==> config.mk <==
export PLATFORM = sky130hd
export DESIGN_NAME = store_buffer
export DESIGN_NICKNAME = d
export VERILOG_FILES = /design/src/rtl/store_buffer_pkg.sv /design/src/rtl/sb_fwd_match.sv /design/src/rtl/store_buffer.sv
export SDC_FILE = /design/constraint.sdc
export NUM_CORES = 1
export LEC_CHECK = 0
export CAP_MARGIN = 20
export CORE_UTILIZATION = 53
export CTS_CLUSTER_DIAMETER = 80
export DETAILED_ROUTE_END_ITERATION = 8
export PLACE_DENSITY = 0.91
export SYNTH_ARGS = -nofsm -noshare
export SYNTH_HDL_FRONTEND = slang
export SYNTH_SLANG_ARGS = --single-unit
export TNS_END_PERCENT = 10
==> constraint.sdc <==
create_clock -name clk -period 8.6 [get_ports clk]
set_input_delay 0.86 -clock clk [delete_from_list [all_inputs] [get_ports clk]]
set_output_delay 0.86 -clock clk [all_outputs]
set_load 0.05 [all_outputs]
==> src/rtl/store_buffer_pkg.sv <==
// Shared types, default sizes and pointer helper for the store buffer.
// Entry field widths follow SB_ADDR_W/SB_DATA_W; change ADDR_W/DATA_W here together with them.
package store_buffer_pkg;

    localparam int SB_DEPTH  = 4;
    localparam int SB_ADDR_W = 32;
    localparam int SB_DATA_W = 32;

    typedef struct packed {
        logic                 valid;
        logic [SB_ADDR_W-1:0] addr;
        logic [SB_DATA_W-1:0] data;
    } sb_entry_t;

    function automatic int unsigned sb_ptr_inc(input int unsigned ptr, input int unsigned depth);
        return (ptr == depth - 1) ? 0 : ptr + 1;
    endfunction

endpackage

==> src/rtl/sb_fwd_match.sv <==
// Load-forwarding compare: scans queued entries oldest to youngest so the
// youngest matching store wins.
module sb_fwd_match
    import store_buffer_pkg::*;
#(
    parameter int DEPTH = SB_DEPTH,
    parameter int PTR_W = $clog2(DEPTH),
    parameter int CNT_W = $clog2(DEPTH) + 1
) (
    input  sb_entry_t            entries [DEPTH],
    input  logic [PTR_W-1:0]     head,
    input  logic [CNT_W-1:0]     count,
    input  logic [SB_ADDR_W-1:0] ld_addr,
    output logic                 hit,
    output logic [SB_DATA_W-1:0] data
);

    logic [PTR_W-1:0] idx;

    // DEPTH is a power of two, so truncating head+i wraps the ring for free
    always_comb begin
        hit  = 1'b0;
        data = '0;
        idx  = '0;
        for (int i = 0; i < DEPTH; i++) begin
            idx = head + PTR_W'(i);
            if ((CNT_W'(i) < count) && entries[idx].valid && (entries[idx].addr == ld_addr)) begin
                hit  = 1'b1;
                data = entries[idx].data;
            end
        end
    end

endmodule

==> src/rtl/store_buffer.sv <==
// FIFO write buffer in front of data memory: drains when no load needs the port,
// forwards queued data to loads. Optional STORE_BUFFER_COALESCE_EN merges same-address stores.
module store_buffer
    import store_buffer_pkg::*;
#(
    parameter int DEPTH  = SB_DEPTH,
    parameter int ADDR_W = SB_ADDR_W,
    parameter int DATA_W = SB_DATA_W
) (
    input  logic              clk,
    input  logic              reset,
    input  logic              st_valid,
    output logic              st_ready,
    input  logic [ADDR_W-1:0] st_addr,
    input  logic [DATA_W-1:0] st_data,
    input  logic              ld_req,
    input  logic [ADDR_W-1:0] ld_addr,
    output logic [DATA_W-1:0] ld_data,
    output logic              ld_fwd,
    output logic              empty,
    output logic              mem_write_enable,
    output logic              mem_read_enable,
    output logic [ADDR_W-1:0] mem_addr,
    output logic [DATA_W-1:0] mem_write_data,
    input  logic [DATA_W-1:0] mem_read_data
);

    localparam int PTR_W = $clog2(DEPTH);
    localparam int CNT_W = $clog2(DEPTH) + 1;

    sb_entry_t         entries [DEPTH];
    logic [PTR_W-1:0]  head;
    logic [PTR_W-1:0]  tail;
    logic [CNT_W-1:0]  count;
    logic              full;
    logic              drain;
    logic              accept;
    logic              push;
    logic              st_match;
    logic              fwd_hit;
    logic [DATA_W-1:0] fwd_data;

    assign full  = (count == CNT_W'(DEPTH));
    assign empty = (count == '0);
    assign drain = !empty && !ld_req;

`ifdef STORE_BUFFER_COALESCE_EN
    logic [PTR_W-1:0] match_idx;

    // The head leaving this cycle cannot absorb a store; the store allocates instead
    always_comb begin
        st_match  = 1'b0;
        match_idx = '0;
        for (int i = 0; i < DEPTH; i++) begin
            if (entries[i].valid && (entries[i].addr == st_addr) &&
                !(drain && (PTR_W'(i) == head))) begin
                st_match  = 1'b1;
                match_idx = PTR_W'(i);
            end
        end
    end
`else
    assign st_match = 1'b0;
`endif

    assign st_ready = !full || st_match;
    assign accept   = st_valid && st_ready;
    assign push     = accept && (st_addr != '0) && !st_match;

    sb_fwd_match #(
        .DEPTH (DEPTH),
        .PTR_W (PTR_W),
        .CNT_W (CNT_W)
    ) u_fwd_match (
        .entries (entries),
        .head    (head),
        .count   (count),
        .ld_addr (ld_addr),
        .hit     (fwd_hit),
        .data    (fwd_data)
    );

    assign ld_fwd  = ld_req && fwd_hit;
    assign ld_data = !ld_req ? '0 : (fwd_hit ? fwd_data : mem_read_data);

    // A load owns the memory port; otherwise the head entry drains
    always_comb begin
        mem_read_enable  = ld_req;
        mem_write_enable = drain;
        mem_addr         = '0;
        mem_write_data   = '0;
        if (ld_req) begin
            mem_addr = ld_addr;
        end else if (drain) begin
            mem_addr       = entries[head].addr;
            mem_write_data = entries[head].data;
        end
    end

    always_ff @(posedge clk or posedge reset) begin
        if (reset) begin
            head  <= '0;
            tail  <= '0;
            count <= '0;
            for (int i = 0; i < DEPTH; i++) begin
                entries[i] <= '0;
            end
        end else begin
            if (drain) begin
                entries[head].valid <= 1'b0;
                head                <= PTR_W'(sb_ptr_inc(32'(head), DEPTH));
            end
            if (push) begin
                entries[tail] <= '{valid: 1'b1, addr: st_addr, data: st_data};
                tail          <= PTR_W'(sb_ptr_inc(32'(tail), DEPTH));
            end
`ifdef STORE_BUFFER_COALESCE_EN
            if (accept && st_match) begin
                entries[match_idx].data <= st_data;
            end
`endif
            count <= count + CNT_W'(push) - CNT_W'(drain);
        end
    end

endmodule

# == Word-level counts from Yosys, hierarchy flattened ==
# Index checks and enable logic that the tools add are counted.
# op_classes
n_mux,36
bitwise,5
magnitude_cmp,11
eq_ne,7
n_addsub,7
reduce_logical,19
# op_table
cell,count
$mux W65,10
$bmux W65 S2,4
$bwmux W260,2
$mux W260,2
$mux W32,10
$demux W65 S2,2
$eq A32 B32 Y1,4
$reduce_bool A32 Y1,1
$ge A3 B3 Y1 const B,5
$not A2 Y3,5
$logic_and A1 B1 Y1,14
$add A2 B1 Y2 const B,3
$lt A1 B3 Y1 const A,2
$lt A2 B3 Y1 const A,2
$lt A3 B1 Y1 const B,2
$add A2 B2 Y2 const B,2
$eq A2 B2 Y1 const B,2
$mux W1,4
$mux W2,2
$add A3 B1 Y3,1
$eq A3 B3 Y1 const B,1
$logic_not A1 Y1,3
$logic_not A3 Y1,1
$sub A3 B1 Y3,1
# word_totals
out_inout_bits,101
inputBits,132
wordCells,100
regBits,267

# == Longest topological paths before layout ==
# Gate-level depths: netlist of run 1.
# logic_depth
word_depth,12
depth_mapped,26
mapped_depth_nobuf,11

# == Hierarchy ==
# A second synthesis of run 1 with hierarchy kept.
# unflattened
cells_unflattened,2001
hier_area_um2,21414.3
# modules_own_cells
module,cells_per_inst,instances,area_each_um2,seq_area_each_um2
store_buffer,837,1,12841.1,6681.4
sb_fwd_match,1164,1,8573.2,0.0

# == Least setup slack after synthesis of run 1 ==
# OpenSTA, ideal clock, no wires.
# synth_timing
path_kind,flip-flop to output port
startpoint,register head[0]
endpoint,output port ld_data[10]
t_arrival_ns,4.996
path_stages_with_launch,25
slack_ns,2.744
path_buffers,14
required_ns,7.740
path_cell_list,dfrtp_1 buf_6 buf_8 buf_12 inv_1 clkbuf_1 buf_4 ha_1 buf_6 buf_6 buf_8 buf_8 buf_8 buf_6 mux4_1 xnor2_1 nand4_1 nor4_2 and2_1 buf_4 or4b_4 buf_6 buf_2 o311ai_1 o211a_1
# synth_via
elab_chain_cells,12
word_cells_on_any_way,41
cone_classes,3 x add/sub; 4 x eq/ne; 22 x mux; 4 x bitwise; 8 x reduce/logical
# synth_rtl
item,line,rtl
start: declaration,store_buffer.sv:32,logic [PTR_W-1:0] head;
start signal: assignment,store_buffer.sv:111,"head <= PTR_W'(sb_ptr_inc(32'(head), DEPTH));"
$add A2 B1 Y2 / $not A2 Y3 (equally long branches),"sb_fwd_match.sv:26, sb_fwd_match.sv:27, sb_fwd_match.sv:29",
$not A2 Y3 (implied by the code) / $bmux W65 S2 (equally long branches),"sb_fwd_match.sv:27, sb_fwd_match.sv:29",
$bmux W65 S2 / $mux W65 (equally long branches),"sb_fwd_match.sv:27, sb_fwd_match.sv:29",
$mux W65 (implied by the code),sb_fwd_match.sv:29,data = entries[idx].data;
"$mux W65 (implied by the code), or another cell as far along",sb_fwd_match.sv:27,if ((CNT_W'(i) < count) && entries[idx].valid && (entries[idx].addr == ld_addr)) begin
$eq A32 B32 Y1 / $logic_and A1 B1 Y1 (equally long branches),sb_fwd_match.sv:27,
"$logic_and A1 B1 Y1, or another cell as far along",sb_fwd_match.sv:27,
$mux W32 / $mux W1 (equally long branches) (3 in series),sb_fwd_match.sv:27,
$mux W32 (*) (2 in series),store_buffer.sv:84,assign ld_data = !ld_req ? '0 : (fwd_hit ? fwd_data : mem_read_data);
end: declaration,store_buffer.sv:18,"output logic [DATA_W-1:0] ld_data,"
# Every way passes the cells marked *; elsewhere a longest branch is shown, timed or not. The select of a mux whose other input is x is not followed.

# == Worst setup path after layout of run 1 ==
# layout_timing
startpoint,register head[0]
endpoint,output port ld_data[8]
# Same word-level chain as after synthesis.

==> flow_metrics.env, run 1 <==
export IMPL_crit_end="ld_data[8]"
export IMPL_drt_pass1_iterations=6
export IMPL_peakVddDrop_v=0.0003132
export IMPL_num_rows=72
export IMPL_max_stage_delay_ns=1.00
export IMPL_worstSetupStartpointType="register"
export IMPL_fp_dieH_um=199.8
export IMPL_rsz0062_at_grt="false"
export IMPL_p_comb_share_pct=63.6
export IMPL_gp_congestion=1.072
export IMPL_avgViaCountPerCell=7.085
export IMPL_synth_fp_nets=1752
export IMPL_ys_flop_type="dfrtp_1"
export IMPL_setup_tns_ns=0
export IMPL_synthCells=1607
export IMPL_max_slew_worst_pin_slew_ns=1.085
export IMPL_timing_rr_end="count[2]$_DFF_PP0_"
export IMPL_grt_ovfl_total=0
export IMPL_postSynthAreaPerCell_um2=12.90
export IMPL_fmax_mhz=126.2
export IMPL_criticalPathCategory="reg2out"
export IMPL_maxCapViolCount=0
export IMPL_synth_top_cell_area_share_pct=32.23
export IMPL_critPathRequiredTime_ns=7.74
export IMPL_powerDensity_mw_per_mm2=470.3
export IMPL_cts_hold_fix_buffers=0
export IMPL_die_x_um=199.8
export IMPL_synth_enable_flop_cells=0
export IMPL_grt_pass1_vias=15970
export IMPL_ff2ff_path_depth=8
export IMPL_swShare_pct=44.32
export IMPL_cts_made_buffers=31
export IMPL_core_area_mm2=0.03865
export IMPL_arrival_ns=7.07
export IMPL_yosysWarningCount=0
export IMPL_drc=0
export IMPL_hp_start="count[0]$_DFF_PP0_"
export IMPL_p_leak_nw=9.377
export IMPL_hold_class="reg2reg"
export IMPL_min_period_ns=7.926
export IMPL_p_switching_mw=5.033
export IMPL_portBuffers=232
export IMPL_critical_path_slowest_cell="ha_4"
export IMPL_layout_drive_gt1_share_pct=32.19
export IMPL_clkPwrFrac_pct=11.8
export IMPL_synth_seq_cells=267
export IMPL_power_frac_seq_pct=24.6
export IMPL_timing_hold_ws_ns=0.5428
export IMPL_clock_tree_buffer_depth=3
export IMPL_grt_pass1_wl_um=96680
export IMPL_synth_yosys_seq_area_share_pct=32.23
export IMPL_ant_nets=0
export IMPL_initial_core_util_pct=53.63
export IMPL_wl_um=63730
export IMPL_finalPower_mw=11.36
export IMPL_ys_async_sr_fraction_pct=100.0
export IMPL_track_usage_pct=32.08
export IMPL_grt_max_degree=154
export IMPL_reg2reg_slack_ns=5.61
export IMPL_yosysUniqueCellTypes=67
export IMPL_end_kind="output pin"
export IMPL_status="finished clean"
export IMPL_vias=16080
export IMPL_cts_tree="done"
export IMPL_maxSlewViolCount=0
export IMPL_skew_ns=0.02241
export IMPL_intPower_mw=6.323
export IMPL_synthMostInstantiatedCell="dfrtp_1"
export IMPL_clk_latency_ns=0.59
export IMPL_critPathMaxFanout=67
export IMPL_setup_violations=0
export IMPL_period_share_pct=92.16
export IMPL_design_die_area_mm2=0.03990
export IMPL_syn_to_final_growth_pct=16.51
export IMPL_cts_resized=0
export IMPL_synth_common_cells="dfrtp_1, mux2_2, mux4_2"
export IMPL_postCtsSetupBuffers=0
export IMPL_path_cells="inv_1 -> ha_4 -> buf_4 -> mux2i_1 -> xnor2_1 -> a2111oi_0 -> nand3_1 -> or4_1 -> buf_4 -> or4b_4 -> o311ai_1 -> o211a_1 -> clkdlybuf4s50_1"
export IMPL_yosysTopAreaCell="dfrtp_1"
export IMPL_clkTransAtPathRegs_ns=0.06
export IMPL_wire_per_inst_um=28.09
export IMPL_syn_area_mm2=0.02073
export IMPL_io_pins=233
export IMPL_critPathLaunch="head[0]$_DFFE_PP0P_"
export IMPL_cts_root_buf="clkbuf_16"
export IMPL_clock_sinks=267
export IMPL_finalHoldViolCount=0
export IMPL_drt_iter0_drc=1898
export IMPL_finalNetCount=1874
export IMPL_cts_htree_levels=1
export IMPL_slew_headroom_pct=27.65
export IMPL_antenna_found_initial=3
export IMPL_crit_path_frequent_cell="buf_4"
export IMPL_r2r_start="count[2]$_DFF_PP0_"
export IMPL_dp_hpwl_um=42350
export IMPL_synth_area_leaders="dfrtp_1, mux4_2, mux2_2, mux2i_1, xnor2_1"
power by group through the flow:
stage                     clock [mW]  combinational [mW]  sequential, mW
final                           1.34                7.22            2.79
after global routing            1.41                7.56            2.89
after CTS                       1.35                7.13            2.75
after detailed placement           0                7.06            2.76
after global placement             0                6.95            2.65
after floorplan                    0                5.66            2.42
critical path, delay by kind of cell, from the launching register on:
family | cells | cell delay, ns
flip-flops | 1 | 0.65
AO/OA/AOI/OAI | 3 | 1.26
buffers and inverters | 4 | 1.55
AND/OR/NAND/NOR | 3 | 1.53
XOR/XNOR | 1 | 0.12
adder cells (fa/ha/maj) | 1 | 1.00
multiplexers | 1 | 0.29
metrics by stage:
step	worst slack (ns)	utilization [%]	instances	area, um^2
after global placement	1.468	59.47	2209	22980
after global routing	0.3868	62.48	2268	24150
final	0.6741	62.49	2269	24150
after CTS	0.7634	62.21	2263	24040
after detailed placement	1.388	59.54	2210	23010
after floorplan	0.3864	-	1607	20730
layout by cell type, fill, tap and decap left out, drive strengths merged, types with 4 or more instances in the layout:
cell type      netlist  routed
and2                33      33
o211ai               4       4
nand3               12      12
clkdlybuf4s50        0     231
nand2               54      54
buf                 86      25
a221oi              37      37
mux4               219     219
a21oi               14      14
a211oi               4       4
a32o                 5       5
mux2i               85      85
nor2b                7       7
a22o                28      28
nor2                46      46
nand2b              34      34
mux2               259     259
ha                  12      12
inv                 24      26
o211a               33      33
clkinv               0      10
o22ai                9       9
dfrtp              267     267
nor4                20      20
o311ai              32      32
nor3                 9       9
xor2                43      43
o21ai               19      19
nand4               14      14
clkbuf              80      36
a2111oi              7       7
xnor2               73      73
sequential cells by signal, indices dropped and copies added, names as in the netlist:
signal,flops
head,2
tail,2
count,3
entries,260
worst min-delay path by stage:
stage | end | cells after the start
6_report | count[0]$_DFF_PP0_ | 1
5_1_grt | count[0]$_DFF_PP0_ | 1
4_1_cts | count[0]$_DFF_PP0_ | 1
3_5_place_dp | count[0]$_DFF_PP0_ | 1
3_3_place_gp | count[0]$_DFF_PP0_ | 1
2_1_floorplan | entries[64]$_DFF_PP0_ | 2
kinds of logic (layout without fill, tap and decap cells):
logic type                 after synthesis  after routing  synth area share, %
other                                    0              2                    0
buffers and inverters                  191            333                4.986
muxes                                  563            563                42.17
DFF                                    267            267                32.23
adders and majority gates               13             13               0.8209
and+or+nand+nor                        242            242                6.236
AOI/OAI and AO/OA                      215            215                8.650
xor gates and xnor gates               116            116                4.902
layout make-up:
cell class	count	area, um^2
clock buffers	36	844.6
flip-flops and latches	267	6689
clock inverters	17	187.7
repair buffers	256	2615
inverters	24	97.59
diodes	2	5.005
fillers	2816	14500
multi-input cells	1149	13060
well taps	518	648.1
layer usage:
| layer | part of all wire (%) | track usage, % |
|---|---|---|
| met5 | 0.020 | 0 |
| met4 | 4.2 | 12.16 |
| met2 | 47 | 51.18 |
| met3 | 11 | 6.855 |
| met1 | 38 | 43.21 |
Note: power is estimated with default switching activity, not from simulation.
==> run 2, diff against run 1 <==
--- a/config.mk
+++ b/config.mk
@@ -6,10 +6,11 @@
 export NUM_CORES = 1
 export LEC_CHECK = 0
 export CAP_MARGIN = 20
-export CORE_UTILIZATION = 53
+export CORE_UTILIZATION = 50
+export CTS_BUF_LIST = sky130_fd_sc_hd__clkbuf_8
 export CTS_CLUSTER_DIAMETER = 80
 export DETAILED_ROUTE_END_ITERATION = 8
-export PLACE_DENSITY = 0.91
+export PLACE_DENSITY = 0.87
 export SYNTH_ARGS = -nofsm -noshare
 export SYNTH_HDL_FRONTEND = slang
 export SYNTH_SLANG_ARGS = --single-unit
==> run 2 against run 1 <==
Routed wire length down 0.12%. Non-clock buffer count up 4. Final area down 0.42%. Sequential power about the same. Worst setup slack better by 0.20 ns. Maximum frequency up 2.5%. First-iteration DRC count down 4.2%. Combinational power down 2%. Core utilization down 3.6 points. Global-route usage down 1.8 points. Via count up 0.79%. Die area up 5.9%. Largest power group unchanged.
==> flow_metrics.env, run 2 (synthesis results as in run 1) <==
export IMPL_p_switching_mw=4.961
export IMPL_largest_reg_flops=260
export IMPL_design_die_area_mm2=0.04227
export IMPL_ff_latch_area_mm2=0.006689
export IMPL_initial_core_util_pct=50.76
export IMPL_max_slew_worst_pin_slew_ns=1.162
export IMPL_worstSetupStartpointType="register"
export IMPL_drt_iter0_drc=1818
export IMPL_top_register="entries"
export IMPL_r2r_start="count[1]$_DFF_PP0_"
export IMPL_timing_rr_end="entries[200]$_DFFE_PP0P_"
export IMPL_p_leak_nw=9.479
export IMPL_critPathMaxFanout=66
export IMPL_finalHoldViolCount=0
export IMPL_hp_start="count[0]$_DFF_PP0_"
export IMPL_die_x_um=205.6
export IMPL_grt_pass1_vias=16070
export IMPL_cts_htree_levels=2
export IMPL_clk_latency_ns=0.67
export IMPL_gp_congestion=1.042
export IMPL_layout_drive_gt1_share_pct=34.68
export IMPL_reg_top3="entries: 260 flops, count: 3 flops"
export IMPL_layout_commonest_cell="dfrtp_1"
export IMPL_grt_max_degree=126
export IMPL_arrival_ns=6.87
export IMPL_finalPower_mw=11.20
export IMPL_syn_to_final_growth_pct=16.01
export IMPL_critPathRequiredTime_ns=7.74
export IMPL_vias=16200
export IMPL_cts_made_buffers=49
export IMPL_wire_per_inst_um=27.41
export IMPL_rsz0062_at_grt="false"
export IMPL_core_area_mm2=0.04083
export IMPL_fp_dieH_um=205.6
export IMPL_drt_pass1_iterations=6
export IMPL_ff2ff_path_depth=6
export IMPL_end_kind="output pin"
export IMPL_clock_sinks=267
export IMPL_setup_violations=0
export IMPL_peakVddDrop_v=0.0002532
export IMPL_utilization_pct=58.89
export IMPL_cts_hold_fix_buffers=0
export IMPL_grt_ovfl_total=0
export IMPL_powerDensity_mw_per_mm2=465.6
export IMPL_dp_hpwl_um=42640
export IMPL_clock_tree_buffer_depth=3
export IMPL_maxSlewViolCount=0
export IMPL_wl_um=63650
export IMPL_swShare_pct=44.31
export IMPL_grt_pass1_wl_um=97000
export IMPL_clkTransAtPathRegs_ns=0.06
export IMPL_num_rows=74
export IMPL_cts_tree="done"
export IMPL_postCtsSetupBuffers=0
export IMPL_antenna_found_initial=0
export IMPL_cts_root_buf="clkbuf_8"
export IMPL_clkPwrFrac_pct=11.5
export IMPL_skew_ns=0.07053
export IMPL_power_frac_seq_pct=25.2
export IMPL_multi_input_area_mm2=0.01306
export IMPL_period_share_pct=89.88
export IMPL_avgViaCountPerCell=6.978
export IMPL_slew_headroom_pct=22.50
export IMPL_setup_tns_ns=0
export IMPL_drc=0
export IMPL_fillers=3161
export IMPL_fmax_mhz=129.4
export IMPL_min_path_cells=1
export IMPL_intPower_mw=6.236
export IMPL_ant_nets=0
export IMPL_maxCapViolCount=0
export IMPL_finalNetCount=1896
export IMPL_io_pins=233
export IMPL_portBuffers=232
export IMPL_cts_resized=0
export IMPL_min_period_ns=7.730
export IMPL_min_to="count[0]$_DFF_PP0_"
export IMPL_status="finished clean"
export IMPL_track_usage_pct=30.27
export IMPL_p_comb_share_pct=63.3
export IMPL_final_cell_mix="dfrtp_1, mux2_2, mux4_2, clkdlybuf4s50_1, mux2i_1"
export IMPL_criticalPathCategory="reg2out"
export IMPL_reg2reg_slack_ns=5.83
export IMPL_hold_class="reg2reg"
==> run 2: cell count changes in the layout (fill, tap and decap cells not counted), sizes merged <==
| cell | delta |
|---|---|
| bufinv | -2 |
| buf | +36 |
| clkdlybuf4s50 | -32 |
| clkinv | -6 |
| inv | +14 |
| clkbuf | +29 |
==> run 2: metrics by stage <==
step                      instance area [um^2]  instances  hold WS (ns)  setup WS (ns)
after global routing                     24040       2320        0.5722         0.5724
final                                    24050       2322        0.5400         0.8700
after global placement                   22950       2230        0.5157          1.869
after floorplan                          20730       1607        0.4917         0.3864
after detailed placement                 22950       2230        0.5269          1.622
after CTS                                23990       2318        0.5418         0.9029
==> run 2: how the worst max path moves through the flow <==
stage | from | endpoint | slack, ns | depth (start not counted)
2_1_floorplan | reset | count[0]$_DFF_PP0_ | 0.39 | 1
3_3_place_gp | head[1]$_DFFE_PP0P_ | ld_data[6] | 1.87 | 12
3_5_place_dp | head[1]$_DFFE_PP0P_ | ld_data[6] | 1.62 | 12
4_1_cts | head[1]$_DFFE_PP0P_ | ld_data[26] | 0.90 | 12
5_1_grt | head[1]$_DFFE_PP0P_ | ld_data[26] | 0.57 | 12
6_report | head[1]$_DFFE_PP0P_ | ld_data[26] | 0.87 | 12
==> run 2: layout make-up <==
cell class              instances  area share, %
inverters                      24         0.4058
flip-flops and latches        267          27.82
multi-input cells            1149          54.32
clock inverters                23         0.6036
well taps                     532          2.768
diodes                          2        0.02081
repair buffers                260          10.34
clock buffers                  65          3.720
==> run 2: power groups by stage <==
stage | registers, mW | logic (mW) | clock network, mW
floorplan | 2.42 | 5.66 | 0
global placement | 2.69 | 6.81 | 0
detailed placement | 2.79 | 6.93 | 0
CTS | 2.78 | 6.99 | 1.31
global route | 2.92 | 7.42 | 1.38
finish | 2.82 | 7.09 | 1.29
==> run 2: metal layers <==
layer / track usage, % / vias up / routed length, um
li1: - / 6631 / -
met1: 40.41 / 8349 / 24010
met2: 47.86 / 1060 / 30720
met3: 6.604 / 163 / 6580
met4: 12.49 / 0 / 2343
met5: 0 / - / 0
==> run 2: critical path: stages, from the launching register on <==
cell       delay (ns)
dfrtp_4          0.81
inv_1            0.26
ha_4             1.06
mux4_2           0.62
xnor2_1          0.36
nand4_1          0.14
a2111oi_0        0.45
and4b_4          0.33
and2_1           0.69
or4b_4           0.75
o311ai_1         0.26
o211a_1          0.21
buf_4            0.19
==> patch 1: new RTL, flow settings as in run 1 <==
Set the package constant `SB_ADDR_W` to 48 (it was 32).
--- a/src/rtl/store_buffer_pkg.sv
+++ b/src/rtl/store_buffer_pkg.sv
@@ -4,5 +4,5 @@
 
     localparam int SB_DEPTH  = 4;
-    localparam int SB_ADDR_W = 32;
+    localparam int SB_ADDR_W = 48;
     localparam int SB_DATA_W = 32;
 
Interface: changed (resized ld_addr, mem_addr and st_addr); port bits go from 233 to 281. No check against the original RTL was run, so the function may have changed too.
==> patch 1 against run 1 <==
  * Wire length increased by 54%
  * Count of clock-buffer cells in the layout is 19 higher
  * Power is 36% higher
  * Worst setup slack got worse by 53 ps
  * Area after synthesis rose by 29%
  * Sequential cell count grew 64
  * Critical path depth unchanged
  * Design area rose by 28%
  * Fmax shrank 0.67%
  * Die area up 29%
  * Combinational power rose by 41%
  * Via count grew 37%
  * Largest cell class unchanged
==> patch 1: results (changes against run 1) <==
- Seq/Total Area, Yosys: 30.89% (-1.3 points)
- Dominant cells by area after synthesis: dfrtp_1, mux4_2, mux2_2
- Outcome: finished, final reports clean
- GR Layer Usage met2: 60.63% (+9.4 points)
- Hold path startpoint: entries[262]
- Vias in the first global route: 21677 (+36%)
- FF-to-FF End: count[1]
- Mux cell area share after synthesis: 41.93% (-0.25 points)
- Drt first pass iters: 8 (+2)
- Post-Synthesis Cells: 2212 (+38%)
- Final Cycle Share: 92.78% (+0.62 points)
- Top Registers: entries: 324 flops, count: 3 flops
- Syn nets: 2389 (+36%)
- DRT Wirelength: 98.35 mm (+54%)
- Placed cells: 2986 (+35%)
- Crit path from: head[1]
- Reg-to-Reg Start: count[0]
- Min Hold Slack: 580.0 ps (+37.14 ps)
- WHS Endpoint: entries[262]
- Reg2reg setup slack: 5050 ps (-560 ps)
- Ant diodes: 6 (+4)
- Worst EP arrival: 7120 ps (+50 ps)
- Sequential cells: 331 (+24%)
- Post-synth cell types: 76 (+13%)
- Post-synth top cells: mux2_2, dfrtp_1, mux4_2, mux2i_1, xnor2_1
- Clock H-tree levels: 2 (+1)
- Clk tree area frac: 4.054% (-0.22 points)
- Total GRT Usage: 38.14% (+6.1 points)
- Cell internal pwr: 8.016 mW (+27%)
- Non-clk buf share: 10.36% (-0.47 points)
- Largest net degree at the start of global routing: 186 (+21%)
- Clock skew: 21.55 ps (-0.8601 ps)
- Global-route wire length before repair: 144.1 mm (+49%)
- Clkbuf count: 55 (+53%)
- Share of cells above drive strength 1: 31.66% (-0.53 points)
- Global Route met1 Usage: 48.70% (+5.5 points)
- Multi-input combinational area share: 55.29% (+1.2 points)
- IO Port Bufs: 280 (+21%)
- Wire per inst: 32.11 um (+14%)
- Post-Route M1 WL: 35.47 mm (+48%)
- Register area: 8290 um2 (+24%)
- Crit-path max cell delay: 910 ps (-90 ps)
- Max FO, Critical Path: 49 (-27%)
- Nets: 2533 (+35%)
- Compound-cell area share of the yosys netlist: 10.57% (+1.9 points)
- Violation count after the first detailed-route iteration: 3227 (+70%)
- Design Area, Final: 31020 um2 (+28%)
- Initial antenna violation count: 6 (+3)
- Routing usage on met3: 9.086% (+2.2 points)
- Post-Synth XOR/XNOR Area: 4.148% (-0.75 points)
- Comb_multi_in: 1602 (+39%)
- Leak: 11.72 nW (+25%)
==> patch 1: cell count changes in the layout (fill, tap and decap cells not counted), moves of 45 or more <==
| cell | before | now |
|---|---|---|
| nand2_1 | 50 | 98 |
| a21oi_1 | 14 | 85 |
| mux2_2 | 257 | 334 |
| dfrtp_1 | 265 | 329 |
| xnor2_1 | 73 | 118 |
| clkdlybuf4s50_1 | 231 | 279 |
| mux2i_1 | 85 | 195 |
==> patch 1: power by group through the flow <==
stage / registers [mW] / logic [mW] / clock network (mW)
6_report: 3.55 / 10.2 / 1.64
5_1_grt: 3.64 / 10.6 / 1.71
4_1_cts: 3.49 / 9.97 / 1.65
3_5_place_dp: 3.50 / 9.89 / 0
3_3_place_gp: 3.33 / 9.72 / 0
2_1_floorplan: 3.02 / 7.54 / 0
==> patch 1: worst register-to-register path: stages, from the launching register on <==
cell,delay [ps]
dfrtp_1,410
nor3_1,110
or2_2,460
inv_2,580
buf_4,660
ha_1,480
inv_1,90
ha_1,200
fa_1,430
==> patch 2: new RTL, settings of run 1 <==
Without the edit above. Make the reset (`reset`) synchronous in one clocked block.
--- a/src/rtl/store_buffer.sv
+++ b/src/rtl/store_buffer.sv
@@ -98,5 +98,5 @@
     end
 
-    always_ff @(posedge clk or posedge reset) begin
+    always_ff @(posedge clk) begin
         if (reset) begin
             head  <= '0;
Behaviour: differs if reset is asserted again (counterexample within 4 cycles, from zero or initial values and one cycle with reset high); with reset held inactive, the same outputs for 4 cycles.
==> patch 2 against run 1 <==
  * Worst setup slack gained 480 ps
  * Fmax grew 6.4%
  * Sequential cell count is the same
  * Design area shrank 2.6%
  * Wire length grew 23%
  * Die area shrank 1.4%
  * Area after synthesis shrank 1.4%
  * Global-route usage grew 7.2 points
  * Via count grew 28%
  * Critical path type unchanged
  * Largest cell class unchanged
Power is not compared: it rests on default switching activity, and its combinational part moved more than twofold at a synthesized area within 25%.
==> patch 2: results (changes against run 1) <==
- Reg-to-Reg Start: count[2]
- Asr flop ratio synth: 0% (-100 points)
- Clock H-tree levels: 1 (unchanged)
- Post-synth top flop: dfxtp_1
- Clock skew: 14.98 ps (-7.432 ps)
- Vias in the first global route: 19460 (+22%)
- Slew headroom: 27.51% (-0.14 points)
- Largest net degree at the start of global routing: 120 (-22%)
- Initial antenna violation count: 1 (-2)
- Ant diodes: 0 (-2)
- Hpwl dp: 52.48 mm (+24%)
- Worst EP arrival: 6590 ps (-480 ps)
- CTS Buf Count: 29 (-6.5%)
- Dominant cells by area after synthesis: dfxtp_1, mux4_2, nand2_1
- Post-synth cell types: 89 (+33%)
- Violation count after the first detailed-route iteration: 3147 (+66%)
- Nets: 2561 (+37%)
- GPL Wtd Cong: 1.046 (-2.5%)
- Share of cells above drive strength 1: 13.82% (-18 points)
- Via density: 6.983 (-1.4%)
- # Post-CTS Setup Buffers: 0 (unchanged)
- Syn nets: 2507 (+43%)
- Worst slack, placed: 1925 ps (+537.1 ps)
- Outcome: finished, final reports clean
- Crit path from: head[1]
- Top Registers: entries: 260 flops, count: 3 flops
- Global-route wire length before repair: 117.8 mm (+22%)
- Max FO, Critical Path: 70 (+4.5%)
- Total GRT Usage: 39.25% (+7.2 points)
- Seq/Total Area, Yosys: 26.15% (-6.1 points)
- Crit-path max cell delay: 940 ps (-60 ps)
- Wire per inst: 26.60 um (-5.3%)
- Post-synth top cells: nand2_1, a21oi_1, dfxtp_1, mux4_2, clkbuf_1
- Hold path startpoint: entries[1]
patch 2: report_power, final:
| part | total (mW) | switching (mW) | internal [mW] |
|---|---|---|---|
| combinational | 2.06 | 1.27 | 0.793 |
| sequential | 1.46 | 0.129 | 1.33 |
| clock | 1.29 | 0.551 | 0.742 |
| total | 4.81 | 1.95 | 2.87 |
patch 2: area by class of cell:
class,instances,area [um2]
clock inverter,14,172.7
tap,511,639.4
timing repair buffer,255,2536
inverter,57,214.0
fill,3018,14320
multi-input combinational,1806,13810
sequential,267,5353
clock buffer,39,793.3
patch 2: final timing paths:
kind                     end  slack (ps)  cells after the start
hold reg to reg   entries[1]         470                      2
setup / recovery  ld_data[4]        1150                     12
hold / removal    entries[1]         470                      2
setup reg to reg    count[2]        5210                     10
patch 2: kinds of logic after synthesis:
logic type | after synthesis | share of synthesized area, %
AND/OR/NAND/NOR | 823 | 17.58
AO/OA/AOI/OAI | 554 | 17.97
multiplexers | 303 | 25.90
buffers and inverters | 289 | 6.660
flip-flops | 267 | 26.15
XOR/XNOR | 113 | 4.915
adder cells (fa/ha/maj) | 13 | 0.8325
patch 2: worst min-delay path, stage by stage (launching register included):
cell and delay, ps:
dfxtp_1 320, nand2_1 50, a21oi_1 50
patch 2: metal layers:
metal / vias up / track usage, % / wire length, um
met1: 9824 / 52.76 / 29290
met2: 1723 / 61.35 / 35130
met3: 335 / 7.223 / 9721
met4: 0 / 18.03 / 4310
li1: 8711 / - / -
met5: - / 0 / 0
patch 2: per-stage QoR:
| step | power, mW | cells | instance area (um2) |
|---|---|---|---|
| floorplan | 2.943 | 2362 | 20440 |
| global placement | 3.421 | 2895 | 22530 |
| detailed placement | 3.471 | 2895 | 22530 |
| CTS | 4.747 | 2948 | 23500 |
| global route | 4.969 | 2949 | 23520 |
| finish | 4.812 | 2949 | 23520 |
